**src/rtl/audio_pkg.sv**
```systemverilog
// Shared audio constants, FSM state type and slot-bit helper for the WM8731 I2S
// transmit path (and future receive blocks).
package audio_pkg;

  localparam int unsigned DATA_W       = 24;
  localparam int unsigned SLOT_W       = 32;
  localparam int unsigned CLK_PER_BCLK = 16;

  localparam int unsigned BCLK_SH   = $clog2(CLK_PER_BCLK);
  localparam int unsigned SLOT_SH   = $clog2(SLOT_W);
  localparam int unsigned CNT_W     = BCLK_SH + SLOT_SH + 1;
  localparam int unsigned FRAME_LEN = 2 * SLOT_W * CLK_PER_BCLK;
  localparam int unsigned POS_W     = $clog2(DATA_W);

  typedef enum logic {IDLE, RUN} state_e;

  // Bit k of an I2S slot: MSB at k=1 (one-BCLK delay after LRCK), zero padding elsewhere.
  function automatic logic slot_bit(input logic [DATA_W-1:0] sample,
                                    input logic [SLOT_SH-1:0] k);
    int unsigned       ki;
    logic [POS_W-1:0]  pos;
    ki = 32'(k);
    if (ki == 0 || ki > DATA_W) return 1'b0;
    pos = POS_W'(DATA_W - ki);
    return sample[pos];
  endfunction

endpackage

```
**src/rtl/i2s_dac_tx_if.sv**
```systemverilog
// Valid/ready stream carrying one left/right sample pair per transfer.
interface i2s_dac_tx_if;
  import audio_pkg::*;

  logic [DATA_W-1:0] s_left;
  logic [DATA_W-1:0] s_right;
  logic              s_valid;
  logic              s_ready;

  modport master (output s_left, output s_right, output s_valid, input s_ready);
  modport slave  (input s_left, input s_right, input s_valid, output s_ready);

endinterface

```
**src/rtl/i2s_phase_gen.sv**
```systemverilog
// Frame phase counter plus registered XCK/BCLK/LRCK and the frame-load strobe.
module i2s_phase_gen
  import audio_pkg::*;
(
  input  logic               clk,
  input  logic               rst,
  input  logic               adv_i,
  output logic               frame_load_o,
  output logic               chan_nxt_o,
  output logic [SLOT_SH-1:0] k_nxt_o,
  output logic               xck_o,
  output logic               bclk_o,
  output logic               lrck_o
);

  logic [CNT_W-1:0] cnt_q, cnt_d;
  logic             xck_q, bclk_q, lrck_q;

  always_comb begin
    cnt_d = '0;
    if (adv_i) cnt_d = cnt_q + 1'b1;
  end

  assign frame_load_o = adv_i && (cnt_q == CNT_W'(FRAME_LEN - 1));
  assign chan_nxt_o   = cnt_d[CNT_W-1];
  assign k_nxt_o      = cnt_d[CNT_W-2 -: SLOT_SH];

  // Clock outputs are taken from the next count so they move on the same edge as cnt.
  always_ff @(posedge clk or posedge rst) begin
    if (rst) begin
      cnt_q  <= '0;
      xck_q  <= 1'b0;
      bclk_q <= 1'b0;
      lrck_q <= 1'b0;
    end else begin
      cnt_q  <= cnt_d;
      xck_q  <= cnt_d[1];
      bclk_q <= cnt_d[BCLK_SH-1];
      lrck_q <= cnt_d[CNT_W-1];
    end
  end

  assign xck_o  = xck_q;
  assign bclk_o = bclk_q;
  assign lrck_o = lrck_q;

endmodule

```
**src/rtl/i2s_dac_tx.sv**
```systemverilog
// WM8731 I2S 24-bit DAC serializer: run/idle FSM, one-entry hold buffer, per-frame
// sample load with bypass and underrun counting, registered serial data.
module i2s_dac_tx
  import audio_pkg::*;
(
  input  logic               clk,
  input  logic               rst,
  input  logic               cfg_done_i,
  i2s_dac_tx_if.slave        s_if,
  output logic               aud_xck_o,
  output logic               aud_bclk_o,
  output logic               aud_daclrck_o,
  output logic               aud_dacdat_o,
  output logic [15:0]        underrun_cnt_o
);

  state_e            state_q;
  logic              hold_full_q;
  logic [DATA_W-1:0] hold_l_q, hold_r_q;
  logic [DATA_W-1:0] sh_l_q, sh_r_q, sh_l_d, sh_r_d;
  logic              dacdat_q, dacdat_d;
  logic [15:0]       underrun_q;

  logic               adv, frame_load, hs, chan_nxt;
  logic [SLOT_SH-1:0] k_nxt;
  logic [DATA_W-1:0]  ch_sample;

  assign adv         = (state_q == RUN) && cfg_done_i;
  assign s_if.s_ready = (state_q == RUN) && !hold_full_q;
  assign hs          = s_if.s_valid && s_if.s_ready;

  i2s_phase_gen u_phase (
    .clk          (clk),
    .rst          (rst),
    .adv_i        (adv),
    .frame_load_o (frame_load),
    .chan_nxt_o   (chan_nxt),
    .k_nxt_o      (k_nxt),
    .xck_o        (aud_xck_o),
    .bclk_o       (aud_bclk_o),
    .lrck_o       (aud_daclrck_o)
  );

  // Frame load priority: hold register, then direct bypass of the input, else silence.
  always_comb begin
    sh_l_d = sh_l_q;
    sh_r_d = sh_r_q;
    if (!adv) begin
      sh_l_d = '0;
      sh_r_d = '0;
    end else if (frame_load) begin
      if (hold_full_q) begin
        sh_l_d = hold_l_q;
        sh_r_d = hold_r_q;
      end else if (s_if.s_valid) begin
        sh_l_d = s_if.s_left;
        sh_r_d = s_if.s_right;
      end else begin
        sh_l_d = '0;
        sh_r_d = '0;
      end
    end
    ch_sample = chan_nxt ? sh_r_d : sh_l_d;
    dacdat_d  = adv && slot_bit(ch_sample, k_nxt);
  end

  always_ff @(posedge clk or posedge rst) begin
    if (rst) begin
      state_q     <= IDLE;
      hold_full_q <= 1'b0;
      hold_l_q    <= '0;
      hold_r_q    <= '0;
      sh_l_q      <= '0;
      sh_r_q      <= '0;
      dacdat_q    <= 1'b0;
      underrun_q  <= '0;
    end else begin
      sh_l_q   <= sh_l_d;
      sh_r_q   <= sh_r_d;
      dacdat_q <= dacdat_d;
      unique case (state_q)
        IDLE: begin
          hold_full_q <= 1'b0;
          if (cfg_done_i) state_q <= RUN;
        end
        RUN: begin
          if (!cfg_done_i) begin
            state_q     <= IDLE;
            hold_full_q <= 1'b0;
            hold_l_q    <= '0;
            hold_r_q    <= '0;
          end else if (frame_load) begin
            hold_full_q <= 1'b0;
            if (!hold_full_q && !s_if.s_valid && underrun_q != 16'hFFFF) begin
              underrun_q <= underrun_q + 16'd1;
            end
          end else if (hs) begin
            hold_full_q <= 1'b1;
            hold_l_q    <= s_if.s_left;
            hold_r_q    <= s_if.s_right;
          end
        end
        default: state_q <= IDLE;
      endcase
    end
  end

  assign aud_dacdat_o   = dacdat_q;
  assign underrun_cnt_o = underrun_q;

endmodule

```
**src/flat_wrapper.sv**
```systemverilog
// flat-port wrapper written by rule: the top's interface ports become plain ports
module i2s_dac_tx_flat import audio_pkg::*;
  (clk, rst, cfg_done_i, aud_xck_o, aud_bclk_o, aud_daclrck_o, aud_dacdat_o, underrun_cnt_o, s_if_s_left, s_if_s_right, s_if_s_valid, s_if_s_ready);
  i2s_dac_tx_if s_if_i ();
  input  logic clk;
  input  logic rst;
  input  logic cfg_done_i;
  output logic aud_xck_o;
  output logic aud_bclk_o;
  output logic aud_daclrck_o;
  output logic aud_dacdat_o;
  output logic [15:0] underrun_cnt_o;
  input wire logic [$bits(s_if_i.s_left)-1:0] s_if_s_left;
  input wire logic [$bits(s_if_i.s_right)-1:0] s_if_s_right;
  input wire logic [$bits(s_if_i.s_valid)-1:0] s_if_s_valid;
  output wire logic [$bits(s_if_i.s_ready)-1:0] s_if_s_ready;
  assign s_if_i.s_left = s_if_s_left;
  assign s_if_i.s_right = s_if_s_right;
  assign s_if_i.s_valid = s_if_s_valid;
  assign s_if_s_ready = s_if_i.s_ready;
  i2s_dac_tx u_core (.clk(clk), .rst(rst), .cfg_done_i(cfg_done_i), .s_if(s_if_i), .aud_xck_o(aud_xck_o), .aud_bclk_o(aud_bclk_o), .aud_daclrck_o(aud_daclrck_o), .aud_dacdat_o(aud_dacdat_o), .underrun_cnt_o(underrun_cnt_o));
endmodule
```
**config.mk**
```make
export PLATFORM = sky130hd
export DESIGN_NAME = i2s_dac_tx_flat
export DESIGN_NICKNAME = d
export VERILOG_FILES = /design/src/rtl/audio_pkg.sv /design/src/rtl/i2s_dac_tx_if.sv /design/src/rtl/i2s_phase_gen.sv /design/src/rtl/i2s_dac_tx.sv /design/src/flat_wrapper.sv
export SDC_FILE = /design/constraint.sdc
export NUM_CORES = 1
export LEC_CHECK = 0
export ABC_CLOCK_PERIOD_IN_PS = 5800
export BUFFER_PORTS_ARGS = -buffer_cell sky130_fd_sc_hd__buf_2
export CAP_MARGIN = 20
export CELL_PAD_IN_SITES_DETAIL_PLACEMENT = 2
export CELL_PAD_IN_SITES_GLOBAL_PLACEMENT = 2
export CORE_ASPECT_RATIO = 1.1
export CORE_MARGIN = 5
export CORE_UTILIZATION = 35
export DETAILED_ROUTE_END_ITERATION = 12
export GPL_ROUTABILITY_DRIVEN = 0
export PLACE_DENSITY_LB_ADDON = 0.1
export SKIP_LAST_GASP = 1
export SYNTH_ARGS = -nofsm -noshare
export SYNTH_HDL_FRONTEND = slang
export SYNTH_SLANG_ARGS = --single-unit
export TNS_END_PERCENT = 50
```
**constraint.sdc**
```tcl
create_clock -name clk -period 5.8 [get_ports clk]
set_clock_uncertainty 0.1 [all_clocks]
set_input_delay 0.87 -clock clk [delete_from_list [all_inputs] [get_ports clk]]
set_output_delay 0.87 -clock clk [all_outputs]
set_load 0.01 [all_outputs]
```
==> results.md, run 1 <==
* Total number of vias at 5,125
* Internal power at between 1.5 and 2 mW
* Worst Hold Class: primary input to asynchronous set/reset pin
* Unrepaired setup endpoints after global routing: false
* Layout cell share with drive strength beyond 1 at between 10% and 20%
* Final setup TNS at 0 ps
* Crit-path slowest cell: o221ai_2
* Pwr dens at 283 nW/um2
* TritonCTS clock tree: done
* Synth Area in Compound Gates at 19.4%
* Worst-path clk slew at 60 ps
* Largest net degree at the start of global routing at 68
* Simple-gate area share of the yosys netlist at 16.0%
* Worst vdd ir at 0.000225 V
* Crit path from: u_core.u_phase.cnt_q[0]
* Cts bufs inserted at 17
* Root Driver: clkbuf_16
* Diode count at 0
* Final worst-path cycle share at 75.9%
* Syn Inst Count at approximately 620
* GRT overflow at 0
* Max layer used: met4
* Drt first-iter violations at approximately 190
* Top cells by count, synth: dfrtp_1 (125), nand2_1 (83), nor2_1 (48)
* CTS-repair resized insts at 0
* Overall die height at 149 um
* Crit Path Max Fanout at 13
* Worst R2R Setup Slack at 1400 ps
* R2R Path End: u_core.aud_dacdat_o
* Psw at 493 uW
* Htree depth at 4
* Clock share of power at a little under half
* Mean Syn Cell Area at between 9 and 10 um2
* Top cell type by total area after synthesis: dfrtp_1
* Clk sinks at 125
* Drt via density at 5.60
* MaxCap Viol Count at 0
* Site row count at between 50 and 60
* Overall routing resource usage at 19.8%
* Most used cell, CP: ha_1
* Slew Limit Fails at 0
* # IOs at 73
* Number of enable flip-flop cells after synthesis at 0
* Routed wl met2 at between 9000 and 10,000 um
* Main combinational cell family by area after synthesis: compound AO/OA/AOI/OAI gates
* Mux contribution to synthesized area at 4.22%
* Final min period at between 4000 and 5000 ps
* Worst R2R Path Depth at 13
* Flops & latches, synth at roughly 130
* Async set-or-reset flop fraction in the synthesized netlist at 100%
* Crit path capture: u_core.aud_dacdat_o
* Area grow syn2layout at 16.1%
* Setup-failing EPs final at 0
* Fin. Hold Viols at 0
* Adder-Cell Fraction of Synth Area at less than 1%
* Routed len/inst at 20.8 um
* Startpoint Class: flop
* Clk_lat worst skew at around 430 ps
* Endpoint class of the critical path: flop
* Synth area leaders: dfrtp_1 (51%), nand2_1 (5.1%), a221oi_1 (4.3%)
* Met1 WL at approximately 8500 um
* Hold-fix buffers at CTS at 0
* CP Data Required Time at 6030 ps
* Slowest Stage Delay on Critical Path at ~660 ps
* Status: complete, no violations
* Number of distinct library cells after synthesis at 54
* Sw Ratio at between 20% and 30%
* Clock buffer depth at 2
* Utilization after layout at 40.8%
* Core area at 17,500 um2
* Leak at 3.28 nW
* Maximum operating frequency at between 0.2 and 0.25 GHz
* Power share of the sequential group at 46.0%
* Syn Nets at between 600 and 700
* Post-CTS setup buffer count at 0
* Initial antenna violation count at 0
* Post-synth top flop: dfrtp_1
* CP arrival at around 4600 ps
* Worst slew pin tran at 1070 ps
* Register area share after synthesis at 50.7%
* Residual DRC at 0
* DIE AREA at just over 20,000 um2
* Detailed Place HPWL at approximately 13,000 um
* Setup CP Type: flop to flop
* Vias in the first global route at 5,717
* Final net count at 719
* Met3 wire len at 672 um
* Top-area cell type share of the netlist area at 50.7%
* First-pass GRT wire length at 31,500 um
* Cell Chain, Critical Path: ha_1 > nand3_1 > xor2_1 > nor2_2 > clkinv_1 > ha_1 > or3_1 > o221ai_2 > buf_4 > mux2i_1 > a2111oi_2 > o211ai_1 > a311oi_2
* Starting density of the core at 35.1%
* Total detailed-routing wirelength at between 15,000 and 20,000 um
* Reg2reg start: u_core.u_phase.cnt_q[0]
* Synth Cell Area at 6170 um2
* Gate power share at under 10%
* Worst slew margin at 28.8%
* Count leader, synth: dfrtp_1
* Port bufs at 72
* Synth warn at 0
* XOR/XNOR share of the synthesized area at between 3 and 4%
* Post-DRT Antenna Nets at 0
* Drt first pass iters at 4
* Die Wd at 137 um
[power groups by stage]
stage / Sequential (mW) / Clock, mW / Combinational, mW
CTS: 0.933 / 0.992 / 0.131
global placement: 0.945 / 0 / 0.124
floorplan: 0.935 / 0 / 0.0816
detailed placement: 0.948 / 0 / 0.130
finish: 0.933 / 0.967 / 0.127
global route: 0.937 / 1.04 / 0.144
[stage by stage]
step                      worst slack (ps)  hold WS, ps  instance area, um2  power, mW  std cells
final                                 1400          381                7160       2.03        915
after CTS                             1320          388                7160       2.06        915
after floorplan                       1500          350                6170       1.02        619
after global placement                1330          361                6630       1.07        883
after detailed placement              1180          375                6630       1.08        883
after global routing                   987          413                7160       2.12        915
[cell type report]
class / count / area, um2
clock inverter: 7 / 37.5
multi-input combinational: 428 / 2730
tap: 238 / 298
inverter: 10 / 40.0
sequential: 125 / 3130
timing repair buffer: 82 / 435
clock buffer: 25 / 495
fill: 1902 / 10400
[worst min path at each step]
stage | startpoint | endpoint | slack, ps | depth (start not counted)
after floorplan | u_core.hold_l_q[16] | u_core.hold_l_q[16] | 350 | 2
after global placement | u_core.hold_r_q[8] | u_core.hold_r_q[8] | 360 | 2
after detailed placement | u_core.hold_l_q[19] | u_core.hold_l_q[19] | 370 | 2
after CTS | u_core.hold_r_q[8] | u_core.hold_r_q[8] | 390 | 2
after global routing | u_core.underrun_cnt_o[7] | u_core.underrun_cnt_o[7] | 410 | 1
final | rst | u_core.hold_l_q[17] | 380 | 2
[flip-flops by register name, summed over array words and instances (netlist names)]
register	flops
u_core.aud_dacdat_o	1
u_core.hold_full_q	1
u_core.hold_l_q	24
u_core.hold_r_q	24
u_core.sh_l_q	24
u_core.sh_r_q	24
u_core.state_q	1
u_core.u_phase.cnt_q	10
u_core.underrun_cnt_o	16
[cells by family after synthesis]
| logic type | count (synthesis) |
|---|---|
| adder cells (fa/ha/maj) | 3 |
| AND/OR/NAND/NOR | 214 |
| AO/OA/AOI/OAI | 161 |
| buffers and inverters | 66 |
| XOR/XNOR | 26 |
| multiplexers | 24 |
| flip-flops | 125 |
[placed cells by master, fill, tap and decap left out, types with 18 or more instances in the layout]
| master | netlist | final |
|---|---|---|
| buf_2 | 10 | 72 |
| nand2_1 | 83 | 81 |
| nor3_1 | 34 | 34 |
| a221oi_1 | 30 | 30 |
| nor2_1 | 48 | 48 |
| a211oi_1 | 26 | 26 |
| a22oi_1 | 19 | 19 |
| o21ai_0 | 33 | 33 |
| dfrtp_1 | 125 | 124 |
| a22o_1 | 18 | 18 |
[layer usage]
layer,GRT usage [%],up-vias
met5,0,-
met4,6.10,0
met3,4.18,24
met2,33.0,82
met1,25.9,2651
li1,-,2368
[worst max-delay path: cells and delay by family (launching register included)]
kind,cells,cell delay (ps)
AO/OA/AOI/OAI,4,1450
adder cells (fa/ha/maj),2,580
buffers and inverters,2,710
flip-flops,1,390
XOR/XNOR,1,160
AND/OR/NAND/NOR,3,770
multiplexers,1,110
Power figures use the tool's default switching activity.
==> run 2, diff against run 1 <==
--- a/config.mk
+++ b/config.mk
@@ -5,14 +5,14 @@
 export SDC_FILE = /design/constraint.sdc
 export NUM_CORES = 1
 export LEC_CHECK = 0
-export ABC_CLOCK_PERIOD_IN_PS = 5800
+export ABC_CLOCK_PERIOD_IN_PS = 3710
 export BUFFER_PORTS_ARGS = -buffer_cell sky130_fd_sc_hd__buf_2
 export CAP_MARGIN = 20
 export CELL_PAD_IN_SITES_DETAIL_PLACEMENT = 2
 export CELL_PAD_IN_SITES_GLOBAL_PLACEMENT = 2
 export CORE_ASPECT_RATIO = 1.1
 export CORE_MARGIN = 5
-export CORE_UTILIZATION = 35
+export CORE_UTILIZATION = 34
 export DETAILED_ROUTE_END_ITERATION = 12
 export GPL_ROUTABILITY_DRIVEN = 0
 export PLACE_DENSITY_LB_ADDON = 0.1
==> constraint.sdc (replaced) <==
create_clock -name clk -period 3.71 [get_ports clk]
set_clock_uncertainty 0.1 [all_clocks]
set_input_delay 0.5565 -clock clk [delete_from_list [all_inputs] [get_ports clk]]
set_output_delay 0.5565 -clock clk [all_outputs]
set_load 0.01 [all_outputs]
==> results.md, run 2 (synthesis results as in run 1) <==
* Post-CTS setup buffer count at 0 (unchanged)
* Initial antenna violation count at 0 (unchanged)
* Drt first-iter violations at 174 (was 188)
* Final WS setup at 251 ps (was 1400 ps)
* Post-DRT Antenna Nets at 0 (unchanged)
* MaxCap Viol Count at 0 (unchanged)
* Slew Limit Fails at 0 (unchanged)
* Worst vdd ir at 0.000354 V (was 0.000225 V)
* CTS-repair resized insts at 0 (unchanged)
* Starting density of the core at 34.6% (was 35.1%)
* First-pass GRT wire length at 32,600 um (was 31,500 um)
* Clock buffer depth at 2 (unchanged)
* Final setup TNS at 0 ps (unchanged)
* Setup-failing EPs final at 0 (unchanged)
* Crit Path Max Fanout at 28 (was 13)
* Fillers at 1,932 (was 1,902)
* Site row count at 51 (unchanged)
* Worst R2R Path Depth at 13 (unchanged)
* Die Wd at 138 um (was 137 um)
* Clk_lat worst skew at 420 ps (was 430 ps)
* # IOs at 73 (unchanged)
* Status: complete, no violations (unchanged)
* Register Area at 3130 um2 (unchanged)
* DIE AREA at 20,900 um2 (was 20,400 um2)
* Total detailed-routing wirelength at 19,800 um (was 19,100 um)
* Endpoint class of the critical path: flop (unchanged)
* Root Driver: clkbuf_16 (unchanged)
* Leak at 3.38 nW (was 3.28 nW)
* Detailed Place HPWL at 13,400 um (was 12,700 um)
* Setup CP Type: flop to flop (unchanged)
* Cell Chain, Critical Path: ha_1 > nand3_1 > xor2_1 > nor2_2 > clkinv_1 > ha_1 > or3_1 > o221ai_2 > buf_12 > mux4_2 > a211oi_1 > and4_1 > a311oi_2 (was ha_1 > nand3_1 > xor2_1 > nor2_2 > clkinv_1 > ha_1 > or3_1 > o221ai_2 > buf_4 > mux2i_1 > a2111oi_2 > o211ai_1 > a311oi_2)
* Pwr dens at 453 nW/um2 (was 283 nW/um2)
* Worst slew margin at 41.4% (was 28.8%)
* Overall routing resource usage at 19.7% (was 19.8%)
* Diode count at 0 (unchanged)
* Drt via density at 5.53 (was 5.60)
* Core area at 17,800 um2 (was 17,500 um2)
* Unrepaired setup endpoints after global routing: false (unchanged)
* Slowest Stage Delay on Critical Path at 520 ps (was 660 ps)
* Worst slew pin tran at 879 ps (was 1070 ps)
* Area of the multi-input gates at 2730 um2 (unchanged)
* Startpoint Class: flop (unchanged)
* Cts bufs inserted at 17 (unchanged)
* Fin. Hold Viols at 0 (unchanged)
* Port bufs at 72 (unchanged)
* Largest net degree at the start of global routing at 76 (was 68)
* GRT overflow at 0 (unchanged)
* Final net count at 731 (was 719)
* Maximum operating frequency at 0.289 GHz (was 0.227 GHz)
* Vias in the first global route at 5,706 (was 5,717)
* CP arrival at 3640 ps (was 4630 ps)
* Post-place setup slack at 273 ps (was 1180 ps)
* Htree depth at 4 (unchanged)
* Residual DRC at 0 (unchanged)
* Worst-path clk slew at 60 ps (about the same)
* Most common cell after layout, fill and taps aside: dfrtp_1 (unchanged)
* Layout cell share with drive strength beyond 1 at 20.7% (was 19.2%)
* Final min period at 3460 ps (was 4400 ps)
* Routed len/inst at 21.4 um (was 20.8 um)
* Most used cell, CP: ha_1 (unchanged)
* Overall die height at 151 um (was 149 um)
* Final worst-path cycle share at 93.2% (was 75.9%)
* Hold-fix buffers at CTS at 0 (unchanged)
* TritonCTS clock tree: done (unchanged)
* Total number of vias at 5,119 (was 5,125)
* CP Data Required Time at 3890 ps (was 6030 ps)
* Clk sinks at 125 (unchanged)
* Crit-path slowest cell: mux4_2 (was o221ai_2)
* Area grow syn2layout at 19.3% (was 16.1%)
* Drt first pass iters at 4 (unchanged)
* Worst Hold Class: primary input to asynchronous set/reset pin (unchanged)
* Most frequent cells in the layout: dfrtp_1 (124), nand2_1 (81), buf_2 (72) (unchanged)
run 2: cell types whose count changed in the layout (fill, tap and decap cells not counted):
cell and delta:
buf_4 +7, bufinv_16 +2, clkinvlp_4 +1, buf_12 +5
clkbuf_1 -2, inv_4 -1, clkinv_2 -2
run 2: power by group:
| part | internal [mW] | total [mW] | switching (mW) |
|---|---|---|---|
| clock network | 1.05 | 1.66 | 0.612 |
| logic | 0.0743 | 0.220 | 0.146 |
| registers | 1.42 | 1.45 | 0.0353 |
run 2: worst max-delay path: cells and delay by family (launching register included):
family          cells  cell delay (ps)
simple gates        4              820
mux                 1              520
fa+ha+maj           2              490
compound gates      3              480
flops               1              410
buf+inv             2              340
xor+xnor            1              160
run 2: per-layer routing:
metal	share of wire (%)	up-vias	wire [um]	GRT usage, %
li1	-	2381	-	-
met2	50	80	9910	33.6
met5	0	-	0	0
met4	1.6	0	316	6.52
met3	2.2	26	440	3.47
met1	46	2632	9170	25.5
run 2: stage by stage:
step           area, um2  util, %  hold WS, ps  total power [mW]  instances
3_3_place_gp        6780     38.1          362              1.68        895
5_1_grt             7360     41.3          274              3.48        925
3_5_place_dp        6780     38.1          374              1.70        895
4_1_cts             7360     41.3          225              3.37        925
6_report            7360     41.3          205              3.33        925
2_1_floorplan       6170        -          350              1.59        619
run 2: final timing paths:
| kind | end | from | slack (ps) |
|---|---|---|---|
| setup / recovery | u_core.aud_dacdat_o | u_core.u_phase.cnt_q[0] | 250 |
| hold / removal | u_core.hold_r_q[14] | rst | 210 |
| setup reg to reg | u_core.aud_dacdat_o | u_core.u_phase.cnt_q[0] | 250 |
| hold reg to reg | u_core.hold_r_q[19] | u_core.hold_r_q[19] | 380 |
| max in group asynchronous | u_core.sh_r_q[11] | rst | 2430 |
| min in group clk | u_core.hold_l_q[4] | s_if_s_left[4] | 280 |
run 2: layout make-up:
type	count	share of cell area [%]
sequential	125	42.5
multi-input combinational	428	37.1
timing repair buffer	94	7.99
clock buffer	23	6.63
tap	238	4.05
clock inverter	7	1.19
inverter	10	0.561
==> run 3, diff against run 2 <==
--- a/config.mk
+++ b/config.mk
@@ -16,6 +16,7 @@
 export DETAILED_ROUTE_END_ITERATION = 12
 export GPL_ROUTABILITY_DRIVEN = 0
 export PLACE_DENSITY_LB_ADDON = 0.1
+export REMOVE_ABC_BUFFERS = 1
 export SKIP_LAST_GASP = 1
 export SYNTH_ARGS = -nofsm -noshare
 export SYNTH_HDL_FRONTEND = slang
==> results.md, run 3 (synthesis results as in run 1) <==
* Status: complete, no violations (unchanged)
* Unrepaired setup endpoints after global routing: false (unchanged)
* # IOs at 73 (unchanged)
* Htree depth at 4 (unchanged)
* Root Driver: clkbuf_16 (unchanged)
* Die Wd at 138 um (unchanged)
* Initial antenna violation count at 0 (unchanged)
* Clock share of power at 50.3% (was 49.8%)
* First-pass GRT wire length at 31,700 um (was 32,600 um)
* Most frequent cells in the layout: dfrtp_1 (125), nand2_1 (81), buf_2 (72) (was dfrtp_1 (124), nand2_1 (81), buf_2 (72))
* Drt via density at 5.56 (was 5.53)
* Total number of vias at 5,145 (was 5,119)
* Port bufs at 72 (unchanged)
* Site row count at 51 (unchanged)
* Worst Hold Class: primary input to asynchronous set/reset pin (unchanged)
* Hold_ws at 55.2 ps (was 205 ps)
* Setup CP Type: flop to flop (unchanged)
* Most common cell after layout, fill and taps aside: dfrtp_1 (unchanged)
* Diode count at 0 (unchanged)
* Worst-path clk slew at 60 ps (about the same)
* Drt first-iter violations at 156 (was 174)
* Final worst-path cycle share at 92.2% (was 93.2%)
* Setup-failing EPs final at 0 (unchanged)
* GRT overflow at 0 (unchanged)
* Psw at 796 uW (was 794 uW)
* MaxCap Viol Count at 0 (unchanged)
* Worst slew pin tran at 698 ps (was 879 ps)
* Endpoint class of the critical path: flop (unchanged)
* Worst slew margin at 53.5% (was 41.4%)
* Overall routing resource usage at 18.8% (was 19.7%)
* Final WS setup at 291 ps (was 251 ps)
* Clk sinks at 125 (unchanged)
* Leak at 3.37 nW (was 3.38 nW)
* R2R Path End: u_core.aud_dacdat_o (unchanged)
* Slew Limit Fails at 0 (unchanged)
* Area grow syn2layout at 19.1% (was 19.3%)
* Maximum operating frequency at 0.292 GHz (was 0.289 GHz)
* Total detailed-routing wirelength at 19,100 um (was 19,800 um)
* Post-place setup slack at 200 ps (was 273 ps)
* Residual DRC at 0 (unchanged)
* Utilization after layout at 41.2% (was 41.3%)
* Clock buffer depth at 2 (unchanged)
* Clk_lat worst skew at 420 ps (about the same)
* TritonCTS clock tree: done (unchanged)
* Cts bufs inserted at 17 (unchanged)
* Worst R2R Path Depth at 13 (unchanged)
* Sw Ratio at 23.7% (was 23.8%)
* Post-DRT Antenna Nets at 0 (unchanged)
* Final net count at 730 (was 731)
* CP Data Required Time at 3890 ps (about the same)
* DIE AREA at 20,900 um2 (unchanged)
* Layout cell share with drive strength beyond 1 at 20.6% (was 20.7%)
* Gate power share at 6.5% (was 6.6%)
* Reg2reg start: u_core.u_phase.cnt_q[0] (unchanged)
* Pwr dens at 457 nW/um2 (was 453 nW/um2)
* Power share of the sequential group at 43.2% (was 43.6%)
* Drt first pass iters at 6 (was 4)
* Largest net degree at the start of global routing at 93 (was 76)
* Worst vdd ir at 0.000304 V (was 0.000354 V)
* Detailed Place HPWL at 12,800 um (was 13,400 um)
* Vias in the first global route at 5,832 (was 5,706)
* Internal power at 2.56 mW (was 2.54 mW)
* Crit Path Max Fanout at 25 (was 28)
* Post-CTS setup buffer count at 0 (unchanged)
* Starting density of the core at 34.6% (unchanged)
* Final min period at 3420 ps (was 3460 ps)
* Routed len/inst at 20.6 um (was 21.4 um)
* Fin. Hold Viols at 0 (unchanged)
* Overall die height at 151 um (unchanged)
* Startpoint Class: flop (unchanged)
* Core area at 17,800 um2 (unchanged)
* Worst R2R Setup Slack at 290 ps (was 250 ps)
* CP arrival at 3600 ps (was 3640 ps)
run 3: power groups by stage:
stage                     registers (mW)  logic, mW  clock network [mW]
after global routing                1.45      0.247                1.80
after global placement              1.47      0.212                   0
after detailed placement            1.47      0.224                   0
after floorplan                     1.47      0.107                   0
after CTS                           1.45      0.227                1.73
final                               1.45      0.218                1.69
run 3: cell type report:
class,instances,area (um2)
flip-flops and latches,125,3130
inverters,10,40.0
clock inverters,11,143
well taps,238,298
repair buffers,93,556
multi-input cells,428,2730
clock buffers,21,450
fillers,1902,10500
run 3: routing by layer:
layer | vias to the layer above | global-route usage, % | share of wire, %
met5 | - | 0 | 0
met4 | 0 | 5.78 | 1.2
met3 | 21 | 3.19 | 2.3
met2 | 65 | 34.1 | 53
met1 | 2668 | 23.0 | 44
li1 | 2391 | - | -
run 3: how the worst max path moves through the flow:
stage,startpoint,endpoint,slack (ps)
6_report,u_core.u_phase.cnt_q[0],u_core.aud_dacdat_o,290
4_1_cts,u_core.u_phase.cnt_q[2],u_core.aud_dacdat_o,240
5_1_grt,u_core.u_phase.cnt_q[2],u_core.aud_dacdat_o,60
2_1_floorplan,cfg_done_i,u_core.aud_dacdat_o,-2090
3_5_place_dp,cfg_done_i,u_core.aud_dacdat_o,200
3_3_place_gp,cfg_done_i,u_core.aud_dacdat_o,320
run 3: repair_timing:
action	CTS	global route
endpoints found under the setup margin	0	1
hold buffers	0	0
endpoints found under the hold margin	0	0
gates resized for setup	0	1
run 3: worst max-delay path: stages, from the launching register on:
cell and delay, ps:
dfrtp_1 410, ha_1 240, nand3_1 110, xor2_1 170, nor2_2 110, clkinv_1 100
ha_1 240, or3_1 370, o221ai_2 240, buf_12 220, mux4_2 510, a211oi_1 190
and4_1 220, a311oi_2 50
run 3: metrics by stage:
stage          power (mW)  TNS (ps)  std cells  instance area [um2]
2_1_floorplan        1.57    -71490        563                 5870
3_3_place_gp         1.68         0        894                 6750
3_5_place_dp         1.70         0        894                 6750
4_1_cts              3.41         0        926                 7340
5_1_grt              3.50         0        926                 7340
6_report             3.36         0        926                 7340
